<file path="config.mk">
export PLATFORM = sky130hd
export DESIGN_NAME = poly_horner_eval
export DESIGN_NICKNAME = d
export VERILOG_FILES = /design/src/rtl/poly_horner_eval.sv
export SDC_FILE = /design/constraint.sdc
export NUM_CORES = 1
export LEC_CHECK = 0
export BUFFER_PORTS_ARGS = -buffer_cell sky130_fd_sc_hd__buf_2
export CAP_MARGIN = 15
export CORE_MARGIN = 2
export CORE_UTILIZATION = 55
export DETAILED_ROUTE_END_ITERATION = 12
export PLACE_DENSITY = 0.72
export SLEW_MARGIN = 30
export SYNTH_ARGS = -nofsm -noshare
export SYNTH_HDL_FRONTEND = slang
export SYNTH_SLANG_ARGS = --single-unit
</file>
<file path="constraint.sdc">
create_clock -name clk -period 4.6 [get_ports clk]
set_input_delay 1.38 -clock clk [delete_from_list [all_inputs] [get_ports clk]]
set_output_delay 1.38 -clock clk [all_outputs]
set_load 0.005 [all_outputs]
</file>
<file path="src/rtl/poly_horner_eval.sv">
// Sequential Horner-scheme polynomial evaluator: the operator strobes in the
// coefficients (highest first) and then x, and one multiply-accumulate runs per cycle.
module poly_horner_eval #(
  parameter int WIDTH  = 8,
  parameter int DEGREE = 2
) (
  input  logic             clk,
  input  logic             resetn,
  input  logic             go,
  input  logic [WIDTH-1:0] data_in,
  output logic [WIDTH-1:0] data_result,
  output logic             done,
  output logic             busy,
  output logic [3:0]       load_idx
);

  localparam int         NUM_OPS  = DEGREE + 2;
  localparam logic [3:0] LAST_IDX = 4'(DEGREE + 1);

  typedef enum logic [1:0] {
    S_LOAD,
    S_LOAD_WAIT,
    S_CALC,
    S_DONE
  } state_t;

  state_t           state_q, state_d;
  logic [3:0]       loadIdx_q, loadIdx_d;
  logic [3:0]       step_q, step_d;
  logic [WIDTH-1:0] acc_q, acc_d;
  logic [WIDTH-1:0] result_q, result_d;
  logic [WIDTH-1:0] ops_q [NUM_OPS];
  logic [WIDTH-1:0] ops_d [NUM_OPS];

  logic [3:0]       coefIdx;
  logic [WIDTH-1:0] coef;
  logic [WIDTH-1:0] xVal;
  logic [WIDTH-1:0] macOut;

  // Slot 0 holds c[DEGREE] and slot DEGREE+1 holds x, so c[k-1] lives in slot DEGREE-k+1.
  always_comb begin
    coefIdx = 4'(DEGREE) - step_q + 4'd1;
    coef    = '0;
    for (int i = 0; i < NUM_OPS; i++) begin
      if (coefIdx == 4'(i)) coef = ops_q[i];
    end
    xVal   = ops_q[NUM_OPS-1];
    macOut = acc_q * xVal + coef;
  end

  always_ff @(posedge clk) begin
    if (!resetn) begin
      state_q   <= S_LOAD;
      loadIdx_q <= '0;
      step_q    <= '0;
      acc_q     <= '0;
      result_q  <= '0;
      for (int i = 0; i < NUM_OPS; i++) ops_q[i] <= '0;
    end else begin
      state_q   <= state_d;
      loadIdx_q <= loadIdx_d;
      step_q    <= step_d;
      acc_q     <= acc_d;
      result_q  <= result_d;
      ops_q     <= ops_d;
    end
  end

  always_comb begin
    state_d   = state_q;
    loadIdx_d = loadIdx_q;
    step_d    = step_q;
    acc_d     = acc_q;
    result_d  = result_q;
    ops_d     = ops_q;

    case (state_q)
      S_LOAD: begin
        if (go) begin
          for (int i = 0; i < NUM_OPS; i++) begin
            if (loadIdx_q == 4'(i)) ops_d[i] = data_in;
          end
          state_d = S_LOAD_WAIT;
        end
      end
      // Advancing only once go falls makes a long strobe count as a single capture.
      S_LOAD_WAIT: begin
        if (!go) begin
          if (loadIdx_q < LAST_IDX) begin
            loadIdx_d = loadIdx_q + 4'd1;
            state_d   = S_LOAD;
          end else begin
            loadIdx_d = '0;
            step_d    = 4'(DEGREE);
            acc_d     = ops_q[0];
            state_d   = S_CALC;
          end
        end
      end
      S_CALC: begin
        acc_d  = macOut;
        step_d = step_q - 4'd1;
        if (step_q == 4'd1) begin
          result_d = macOut;
          state_d  = S_DONE;
        end
      end
      S_DONE: begin
        loadIdx_d = '0;
        state_d   = S_LOAD;
      end
      default: state_d = S_LOAD;
    endcase
  end

  assign data_result = result_q;
  assign done        = (state_q == S_DONE);
  assign busy        = (state_q == S_CALC) || (state_q == S_DONE);
  assign load_idx    = loadIdx_q;

endmodule
</file>
==> flow_metrics.py <==
metrics = {
    "finish": {
        "fin_util_pct": 64.0,
        "instances_no_fill": 558,
        "drive_gt1_share_pct": 17.8,
        "final_cell_area_um2": 4300,
        "regArea_um2": 1170,
        "nFillCells": 583,
        "nNetsFinal": 527,
        "syn2layout_area_growth_pct": 13.7,
        "multiInputGateArea_um2": 2530,
        "diodes": 0,
    },
    "placed_design": {
        "io_buffers": 24,
        "place_congestion": 0.867,
        "hpwl_um": 6300,
        "placed_cells": 536,
        "placed_area_um2": 3910,
    },
    "sta": {
        "timing.hold.ws_ps": 463,
        "fin_skew_ps": 12.2,
        "max_slew_margin_pct": 43.8,
        "fmax_mhz": 223,
        "timing.final.crit_period_ps": 4480,
        "fin_crit_sh_pct": 97.3,
        "hold_viol": 0,
        "worst_slew_pin_slew_ps": 843,
        "setup_viol": 0,
        "drv_slew": 0,
        "rsz0062_at_grt": "true",
    },
    "grt": {
        "grt_pass1_wl_um": 14500,
        "use_met2_pct": 40.5,
        "grt_overflow": 0,
        "antenna_found_initial": 0,
        "grt_use_total_pct": 24.7,
        "met3_usage_pct": 4.93,
        "first_global_vias": 3046,
        "busiest_layer": "met2",
        "met1_usage_pct": 32.6,
        "grt_max_degree": 58,
    },
    "routing": {
        "drt_first_pass_iters": 5,
        "detail_route.wl_per_cell_um": 16.1,
        "wl_um": 8980,
        "drc": 0,
        "drt_iter0_drc": 178,
        "ant_nets": 0,
        "vias": 3123,
        "viasPerCell": 5.60,
    },
    "clocking": {
        "cts_tree": "yes",
        "cts_root_buf": "clkbuf_8",
        "clk_transition_reported_paths_ps": 70,
        "clk_latency_ps": 340,
        "cts_buffer_depth": 2,
        "postCtsHoldBufs": 0,
        "htreeDepth": 3,
        "cts_inserted_buffers": 9,
        "clock_sinks": 58,
    },
    "critical_path": {
        "start_kind": "register",
        "reg2reg_from": "step_q[0]$_SDFFE_PN0P_",
        "cp.arrival_ps": 4750,
        "worstPathRequired_ps": 4870,
        "startpoint": "step_q[0]$_SDFFE_PN0P_",
        "cp_max_fo": 5,
        "cp-end-kind": "register",
        "worstSetupPathType": "register to register",
    },
    "floorplan": {
        "coreArea_um2": 6720,
        "num_rows": 30,
        "die_width_um": 86.9,
        "initial_core_util_pct": 56.3,
        "num_io_pins": 25,
        "die_area_um2": 7560,
        "die_h_um": 86.9,
    },
    "logic_synthesis": {
        "synth_area_per_cell_um2": 8.32,
        "synthCells": 455,
        "synth_cell_types": 40,
        "async_flop_share_pct": 0,
        "synth_area_um2": 3780,
        "synth-edff-count": 0,
        "yosysSeqAreaShare_pct": 30.7,
        "ys_warn_count": 0,
        "synth_area_leaders": "dfxtp_1, nand2_1, fa_1",
        "synth_top_area_share_pct": 30.7,
        "synth_fp_nets": 509,
        "ys_ff_latch": 58,
        "synthMostInstantiatedCell": "nand2_1",
        "synth_top_cell_by_area": "dfxtp_1",
        "ys.flop_type": "dfxtp_1",
        "synth_common_cells": "nand2_1, dfxtp_1, a21boi_0, nand3_1, inv_1",
    },
    "worst_hold_path": {
        "hold_start": "data_result[2]$_SDFFE_PN0P_",
        "hp-class": "register to register",
    },
    "status": {
        "outcome": "finished, final reports clean",
    },
    "pwr": {
        "ir_worst_vdd_mv": 0.218,
        "leakagePower_uw": 0.00186,
        "total_power_uw": 992,
        "power_density_nw_per_um2": 231,
    },
    "flow_run": {
        "cap_violations": 0,
    },
}
-- power by group --
group	internal (uW)	total [uW]	switching, uW	leakage, uW
Clock	210	428	218	0.0000847
Combinational	17.7	47.4	29.7	0.00131
Sequential	509	517	7.98	0.000470
Total	736	992	256	0.00186
-- layer usage --
| metal | up-vias | part of all wire (%) |
|---|---|---|
| li1 | 1536 | - |
| met1 | 1506 | 45 |
| met2 | 66 | 50 |
| met3 | 15 | 4.1 |
| met4 | 0 | 1.6 |
| met5 | - | 0 |
-- logic make-up (layout without fill, tap and decap cells) --
group / Yosys count / count (layout) / share of synthesized area (%)
multiplexers: 8 / 8 / 2.15
flip-flops: 58 / 58 / 30.7
adder cells (fa/ha/maj): 43 / 43 / 17.8
XOR/XNOR: 19 / 19 / 4.96
AND/OR/NAND/NOR: 181 / 181 / 22.6
AO/OA/AOI/OAI: 86 / 86 / 15.4
buffers and inverters: 60 / 83 / 6.45
-- state kept, by name, indices dropped and copies added (netlist names), named ones only --
signal,cells
ops_q,24
acc_q,8
data_result,8
xVal,8
load_idx,4
step_q,4
state_q,1
-- final cells by class --
cell class                      instances  share of cell area [%]
Clock buffer                           10                    3.20
Clock inverter                          6                   0.960
Inverter                               33                    2.88
Multi-Input combinational cell        337                    58.7
Sequential cell                        58                    27.1
Tap cell                               80                    2.33
Timing Repair Buffer                   34                    4.80
-- repair_timing --
item,in CTS,in global routing
setup buffers,0,6
endpoints found under the setup margin,2,4
gates resized for setup,4,39
pin swaps,2,31
-- worst max-delay path, stage by stage (launching register included) --
cell	delay, ps
dfxtp_2	350
inv_2	60
ha_4	160
buf_6	120
nand3b_1	160
a21oi_2	120
a21oi_1	50
o21ai_1	130
nand2_1	80
fa_1	510
inv_1	50
fa_1	450
ha_1	280
inv_1	40
fa_1	490
fa_2	420
inv_2	60
a21o_1	150
a21oi_4	70
xnor2_2	130
xnor3_1	380
a21oi_1	150
-- stage by stage --
step | worst slack, ps | setup TNS [ps]
finish | 123 | 0
global route | -91.0 | -177
CTS | 2.96 | 0
detailed placement | -120 | -212
global placement | -6.01 | -6.01
floorplan | 83.1 | 0
-- worst paths after layout --
check,endpoint,slack [ps],cells after the start
max,data_result[7]$_SDFFE_PN0P_,120,21
min,data_result[2]$_SDFFE_PN0P_,460,2
max reg2reg,data_result[7]$_SDFFE_PN0P_,120,21
min reg2reg,data_result[2]$_SDFFE_PN0P_,460,2
-- cells in the final DEF, fill, tap and decap left out, drive strengths merged, types with 5 or more instances in the layout --
cell type / count
and2: 18
a21boi: 40
buf: 34
dfxtp: 58
mux2i: 7
nand3: 34
o21ai: 9
ha: 25
nand2: 101
a21oi: 23
nor2: 5
nand3b: 7
clkbuf: 10
inv: 34
fa: 18
o211a: 7
xnor2: 14
No activity file was read; power rests on OpenSTA's default activity.
